--- src/rtl/arb_weight_credit_pkg.sv ---
// Shared definitions for the weighted-credit arbiter: default widths and FSM encoding.
package arb_weight_credit_pkg;

  localparam int unsigned ARB_REQ_NUM_DEF  = 3;
  localparam int unsigned ARB_WEIGHT_W_DEF = 2;

  typedef enum logic {
    ST_INIT = 1'b0,
    ST_RUN  = 1'b1
  } arb_state_e;

endpackage

--- src/rtl/arb_credit_cell.sv ---
// Single-requester credit counter: load, saturating decrement, underflow flag.
module arb_credit_cell
  import arb_weight_credit_pkg::*;
#(
  parameter int unsigned P_W = ARB_WEIGHT_W_DEF
) (
  input  logic           clk,
  input  logic           rst_n,
  input  logic           load_i,
  input  logic [P_W-1:0] load_val_i,
  input  logic           dec_i,
  output logic [P_W-1:0] credit_o,
  output logic           remain_o,
  output logic           underflow_o
);

  logic [P_W-1:0] credit_q;
  logic [P_W-1:0] credit_d;

  always_comb begin
    credit_d = credit_q;
    if (load_i) begin
      credit_d = load_val_i;
    end else if (dec_i && (credit_q != '0)) begin
      credit_d = credit_q - P_W'(1);
    end
  end

  always_ff @(posedge clk or negedge rst_n) begin
    if (!rst_n) begin
      credit_q <= '0;
    end else begin
      credit_q <= credit_d;
    end
  end

  // A grant landing on an empty counter is a protocol error; the counter never wraps.
  assign underflow_o = dec_i && (credit_q == '0);
  assign remain_o    = (credit_q > P_W'(1));
  assign credit_o    = credit_q;

endmodule

--- src/rtl/arb_weight_credit.sv ---
// Per-requester credit bookkeeping for a weighted round-robin arbiter, with
// shadowed weight updates applied at round boundaries and a sticky error flag.
module arb_weight_credit
  import arb_weight_credit_pkg::*;
#(
  parameter int unsigned P_REQUESTER_NUM = ARB_REQ_NUM_DEF,
  parameter int unsigned P_WEIGHT_W      = ARB_WEIGHT_W_DEF
) (
  input  logic                                  clk,
  input  logic                                  rst_n,
  input  logic [P_REQUESTER_NUM*P_WEIGHT_W-1:0] cfg_weight_i,
  input  logic                                  cfg_update_i,
  input  logic [P_REQUESTER_NUM-1:0]            grant_i,
  input  logic                                  grant_valid_i,
  input  logic                                  round_comp_i,
  output logic [P_REQUESTER_NUM*P_WEIGHT_W-1:0] credit_o,
  output logic [P_REQUESTER_NUM-1:0]            credit_remain_o,
  output logic                                  credit_valid_o,
  output logic                                  err_o
);

  localparam int unsigned NW = P_REQUESTER_NUM * P_WEIGHT_W;

  arb_state_e state_q, state_d;

  logic [NW-1:0]              active_q, active_d;
  logic [NW-1:0]              shadow_q, shadow_d;
  logic                       pending_q, pending_d;
  logic                       err_q, err_d;
  logic [NW-1:0]              credit_flat;
  logic [NW-1:0]              reload_val;
  logic [NW-1:0]              load_val;
  logic [P_REQUESTER_NUM-1:0] underflow;
  logic                       is_init, is_run;
  logic                       grant_onehot, grant_ok, grant_bad;
  logic                       reload_round, reload_auto, reload, load;

  // State register
  always_ff @(posedge clk or negedge rst_n) begin
    if (!rst_n) begin
      state_q <= ST_INIT;
    end else begin
      state_q <= state_d;
    end
  end

  // Next state: a single INIT cycle, then RUN until reset
  always_comb begin
    state_d = state_q;
    case (state_q)
      ST_INIT: state_d = ST_RUN;
      ST_RUN:  state_d = ST_RUN;
      default: state_d = ST_INIT;
    endcase
  end

  // Outputs of the FSM
  always_comb begin
    is_init        = (state_q == ST_INIT);
    is_run         = (state_q == ST_RUN);
    credit_valid_o = is_run;
  end

  assign grant_onehot = $onehot(grant_i);
  assign grant_ok     = is_run && grant_valid_i && grant_onehot;
  assign grant_bad    = is_run && grant_valid_i && !grant_onehot;
  assign reload_round = grant_ok && round_comp_i;
  assign reload_auto  = is_run && !grant_valid_i && (credit_flat == '0);
  assign reload       = reload_round || reload_auto;
  assign load         = is_init || reload;

  // A same-cycle update beats a pending shadow, which beats the active set.
  assign reload_val = cfg_update_i ? cfg_weight_i : (pending_q ? shadow_q : active_q);
  assign load_val   = is_init ? cfg_weight_i : reload_val;

  always_comb begin
    active_d  = active_q;
    shadow_d  = shadow_q;
    pending_d = pending_q;
    err_d     = err_q || grant_bad || (|underflow);
    if (cfg_update_i) begin
      shadow_d  = cfg_weight_i;
      pending_d = 1'b1;
    end
    if (load) begin
      active_d  = load_val;
      pending_d = 1'b0;
    end
  end

  always_ff @(posedge clk or negedge rst_n) begin
    if (!rst_n) begin
      active_q  <= '0;
      shadow_q  <= '0;
      pending_q <= 1'b0;
      err_q     <= 1'b0;
    end else begin
      active_q  <= active_d;
      shadow_q  <= shadow_d;
      pending_q <= pending_d;
      err_q     <= err_d;
    end
  end

  for (genvar gi = 0; gi < P_REQUESTER_NUM; gi++) begin : g_cell
    arb_credit_cell #(
      .P_W (P_WEIGHT_W)
    ) u_cell (
      .clk         (clk),
      .rst_n       (rst_n),
      .load_i      (load),
      .load_val_i  (load_val[gi*P_WEIGHT_W +: P_WEIGHT_W]),
      .dec_i       (grant_ok && grant_i[gi]),
      .credit_o    (credit_flat[gi*P_WEIGHT_W +: P_WEIGHT_W]),
      .remain_o    (credit_remain_o[gi]),
      .underflow_o (underflow[gi])
    );
  end

  assign credit_o = credit_flat;
  assign err_o    = err_q;

endmodule

--- config.mk ---
export PLATFORM = sky130hd
export DESIGN_NAME = arb_weight_credit
export DESIGN_NICKNAME = d
export VERILOG_FILES = /design/src/rtl/arb_weight_credit_pkg.sv /design/src/rtl/arb_credit_cell.sv /design/src/rtl/arb_weight_credit.sv
export SDC_FILE = /design/constraint.sdc
export NUM_CORES = 1
export LEC_CHECK = 0
export CORE_MARGIN = 5
export CORE_UTILIZATION = 53
export CTS_CLUSTER_SIZE = 12
export DETAILED_ROUTE_END_ITERATION = 10
export GPL_ROUTABILITY_DRIVEN = 0
export PLACE_DENSITY_LB_ADDON = 0.2
export RECOVER_POWER = 100
export SYNTH_ARGS = -nofsm -noshare
export SYNTH_HDL_FRONTEND = slang
export SYNTH_SLANG_ARGS = --single-unit
export TNS_END_PERCENT = 20
--- constraint.sdc ---
create_clock -name clk -period 2.1 [get_ports clk]
set_input_delay 0.525 -clock clk [delete_from_list [all_inputs] [get_ports clk]]
set_output_delay 0.525 -clock clk [all_outputs]
set_load 0.05 [all_outputs]
==> flow_metrics.env <==
export IMPL_maximum_number_of_pins_on_one_net_before_global_route_repair=22
export IMPL_area_fraction_of_the_dominant_cell_type_after_synthesis_pct=44.4
export IMPL_drtPass1Iterations=2
export IMPL_synthesis_area_per_instance_um2=11.3
export IMPL_die_height_um=57.2
export IMPL_n_antenna_cell=0
export IMPL_drv_cap=0
export IMPL_post_cts_repair_timing_setup_buffer_count=0
export IMPL_clkTransAtPathRegs_ps=120
export IMPL_final_cells=163
export IMPL_endpoint_kind="register"
export IMPL_worst_path_cell_with_the_longest_stage_delay="sky130_fd_sc_hd__fa_2"
export IMPL_grt_setup_unrepaired="yes"
export IMPL_holdBufCountCts=0
export IMPL_design_die_area_um2=3280
export IMPL_detailed_place_hpwl_um=1860
export IMPL_holdCritPathClass="register to register"
export IMPL_routed_wirelength_um=2370
export IMPL_critical_path_n_buffers_inverters=1
export IMPL_grt_antenna_before_repair=0
export IMPL_tritoncts_num_buffers=3
export IMPL_drtAntennaViolNets=0
export IMPL_drtIter0Drc=9
export IMPL_drc=0
export IMPL_timing_final_max_slew_violations=0
export IMPL_ys_dominant_reg_cell="sky130_fd_sc_hd__dfrtp_1"
export IMPL_final_critical_path_required_period_ps=2050
export IMPL_cellPowerDensity_nw_per_um2=711
export IMPL_finish_utilization_pct=69.3
export IMPL_core_area_um2=2170
export IMPL_detailed_route_via_count=866
export IMPL_synthDistinctLibCells=26
export IMPL_num_rows=17
export IMPL_synth_async_sr_flop_share_pct=100
export IMPL_timing_hold_violations_final=0
export IMPL_setup_tns_ps=0
export IMPL_design_portCount=25
export IMPL_yosys_warnings=0
export IMPL_grt_pass1_wl_um=4040
export IMPL_share_of_layout_cells_above_drive_strength_1_pct=23.7
export IMPL_synth_ff_latch_count=21
export IMPL_grt_util_all_layers_pct=15.7
export IMPL_worst_hold_path_endpoint="err_o$_DFF_PN0_"
export IMPL_synth_fp_nets=126
export IMPL_worst_r2r_cell_count=6
export IMPL_netlist_area_pre_place_um2=1180
export IMPL_routedWlPerCell_um=14.5
export IMPL_critical_path_peak_fanout=11
export IMPL_leakagePower_nw=0.706
export IMPL_worst_slew_pin_transition_ps=1110
export IMPL_initial_utilization_pct=54.5
export IMPL_run_status="completed"
export IMPL_critical_path_reg2reg_startpoint="g_cell[2].u_cell.credit_o[1]$_DFFE_PN0P_"
export IMPL_synth_top_cell_by_area="sky130_fd_sc_hd__dfrtp_1"
export IMPL_clock_skew_final_ps=6.39
export IMPL_numClockSinks=21
export IMPL_avgViaCountPerCell=5.31
export IMPL_finalSetupViolCount=0
export IMPL_worst_endpoint_arrival_ps=2300
export IMPL_fin_nets=157
export IMPL_io_buf_count=24
export IMPL_design_area_um2=1500
export IMPL_critPathRequiredTime_ps=2350
export IMPL_min_path_cells=1
export IMPL_ir_drop_mv=0.521
export IMPL_fp_dieW_um=57.2
export IMPL_fin_crit_sh_pct=97.6
export IMPL_timing_hold_worst_start="err_o$_DFF_PN0_"
export IMPL_worstPathCellList="dlygate4sd2_1, fa_2, nand4b_4, o211a_2, a211oi_2, a21o_1"
export IMPL_cp_slowest_stage_delay_ps=610
export IMPL_synth_seq_area_share_pct=44.4
export IMPL_crit_family="compound AO/OA/AOI/OAI gates"
export IMPL_number_of_global_route_vias_before_repair=933
export IMPL_detailed_place_area_um2=1510
export IMPL_relSlewSlack_pct=25.7
export IMPL_reg2reg_to="active_q[0]$_DFFE_PN0P_"
export IMPL_synth_enable_flop_cells=0
export IMPL_ys_top_cells_by_count="21 x sky130_fd_sc_hd__dfrtp_1, 10 x sky130_fd_sc_hd__nand2_1, 9 x sky130_fd_sc_hd__mux2_2, 8 x sky130_fd_sc_hd__nor2_1, 7 x sky130_fd_sc_hd__inv_1"
export IMPL_total_power_mw=1.07
export IMPL_syn2layout_area_growth_pct=27.1
export IMPL_root_buffer="sky130_fd_sc_hd__clkbuf_4"
export IMPL_post_synth_top_count_cell="sky130_fd_sc_hd__dfrtp_1"
export IMPL_cts_tree="done"
export IMPL_placed_cells_incl_taps=159
export IMPL_critical_path_class="input port to register"
export IMPL_worstSkewPairLatency_ps=300
export IMPL_cts_htree_levels=1
export IMPL_startpoint_type="input port"
export IMPL_synth_area_leaders="sky130_fd_sc_hd__dfrtp_1 44%, sky130_fd_sc_hd__mux2_2 8.6%, sky130_fd_sc_hd__ha_1 6.3%"
export IMPL_register_to_register_setup_slack_ps=470
export IMPL_max_freq_mhz=488
export IMPL_globalRoute_totalOverflow=0
export IMPL_clock_path_buffers=2
export IMPL_synthesis_instances=105
## logic make-up (layout without fill, tap and decap cells)
logic type               count (synthesis)  count (layout)  synth area share (%)
AO/OA/AOI/OAI                           19              19                  12.2
buffers and inverters                   14              44                  6.24
XOR/XNOR                                 3               3                  2.22
flip-flops                              21              21                  44.4
adder cells (fa/ha/maj)                  7               7                  8.04
AND/OR/NAND/NOR                         25              25                  12.9
multiplexers                            15              15                  13.7
other                                    1               1                 0.317
## cell usage in the layout (no fill, tap or decap)
master                            synthesis  final
sky130_fd_sc_hd__dfrtp_1                 21     21
sky130_fd_sc_hd__clkdlybuf4s50_1          0     15
sky130_fd_sc_hd__nand2_1                 10     10
sky130_fd_sc_hd__nor2_1                   8      8
sky130_fd_sc_hd__mux2_2                   9      8
sky130_fd_sc_hd__inv_1                    7      7
sky130_fd_sc_hd__buf_4                    3      7
sky130_fd_sc_hd__mux2i_1                  6      6
sky130_fd_sc_hd__a21o_1                   6      6
sky130_fd_sc_hd__ha_1                     6      6
sky130_fd_sc_hd__o211ai_1                 4      4
sky130_fd_sc_hd__xnor2_1                  3      3
sky130_fd_sc_hd__a211oi_2                 1      3
sky130_fd_sc_hd__clkbuf_4                 0      3
sky130_fd_sc_hd__dlygate4sd2_1            0      3
sky130_fd_sc_hd__clkbuf_1                 1      3
sky130_fd_sc_hd__nand4b_1                 2      2
sky130_fd_sc_hd__nor3b_2                  3      2
sky130_fd_sc_hd__o21ai_0                  3      2
sky130_fd_sc_hd__dlygate4sd3_1            0      2
sky130_fd_sc_hd__clkbuf_2                 0      2
sky130_fd_sc_hd__a22oi_1                  1      1
sky130_fd_sc_hd__a31o_2                   1      1
sky130_fd_sc_hd__nand4b_4                 1      1
sky130_fd_sc_hd__o211a_2                  0      1
sky130_fd_sc_hd__nor2b_1                  1      1
sky130_fd_sc_hd__nor3b_4                  0      1
sky130_fd_sc_hd__mux2_4                   0      1
sky130_fd_sc_hd__o21ai_1                  0      1
sky130_fd_sc_hd__fa_2                     0      1
sky130_fd_sc_hd__clkinv_2                 0      1
sky130_fd_sc_hd__conb_1                   1      1
sky130_fd_sc_hd__dlymetal6s2s_1           0      1
## per-layer routing
layer	vias to the layer above	GRT usage, %	share of wire (%)
met3	4	3.85	4.3
met1	423	17.2	40
met5	-	0	0
met4	0	6.29	1.3
li1	423	-	-
met2	16	28.9	54
## worst register-to-register path: stages (launching register included)
cell and delay [ps]:
sky130_fd_sc_hd__dfrtp_1 410, sky130_fd_sc_hd__inv_1 120, sky130_fd_sc_hd__ha_1 270, sky130_fd_sc_hd__nand4b_1 170, sky130_fd_sc_hd__o211a_2 250, sky130_fd_sc_hd__a211oi_2 240, sky130_fd_sc_hd__a21o_1 130
## cell type report
class,instances,area (um^2)
clock buffer,3,22.5
clock inverter,1,5.00
fill,179,667
inverter,7,26.3
multi-input combinational,70,606
sequential,21,526
tap,28,35.0
timing repair buffer,33,283
## through the flow
stage               setup slack, ps  hold WS [ps]
global route                  -33.1           511
finish                         51.1           473
floorplan                      67.3           229
CTS                           0.159           481
detailed placement             -583           453
global placement               -476           453
## state kept, by name (all words and copies together), names as in the netlist
register and flops:
pending_q 1, err_o 1, g_cell.u_cell.credit_o 6, shadow_q 6, active_q 6, credit_valid_o 1
## power by group
group / total [mW] / switching, mW / internal (mW)
Combinational: 0.391 / 0.233 / 0.158
Clock: 0.191 / 0.120 / 0.0710
Sequential: 0.488 / 0.0353 / 0.452
Total: 1.07 / 0.388 / 0.681
## how the worst max path moves through the flow
| stage | startpoint | endpoint | slack, ps | cells past startpoint |
|---|---|---|---|---|
| floorplan | grant_i[0] | g_cell[0].u_cell.credit_o[1]$_DFFE_PN0P_ | 70 | 5 |
| global placement | grant_i[0] | g_cell[2].u_cell.credit_o[1]$_DFFE_PN0P_ | -480 | 6 |
| detailed placement | grant_i[0] | g_cell[2].u_cell.credit_o[1]$_DFFE_PN0P_ | -580 | 6 |
| CTS | grant_i[2] | g_cell[2].u_cell.credit_o[1]$_DFFE_PN0P_ | 0.2 | 6 |
| global route | grant_i[2] | g_cell[1].u_cell.credit_o[1]$_DFFE_PN0P_ | -30 | 6 |
| finish | grant_i[2] | active_q[0]$_DFFE_PN0P_ | 50 | 6 |
## repair_timing
item	4_1_cts	5_1_grt
pin swaps	2	1
setup endpoints to repair	12	9
gates resized for setup	8	2
Power figures use the tool's default switching activity.
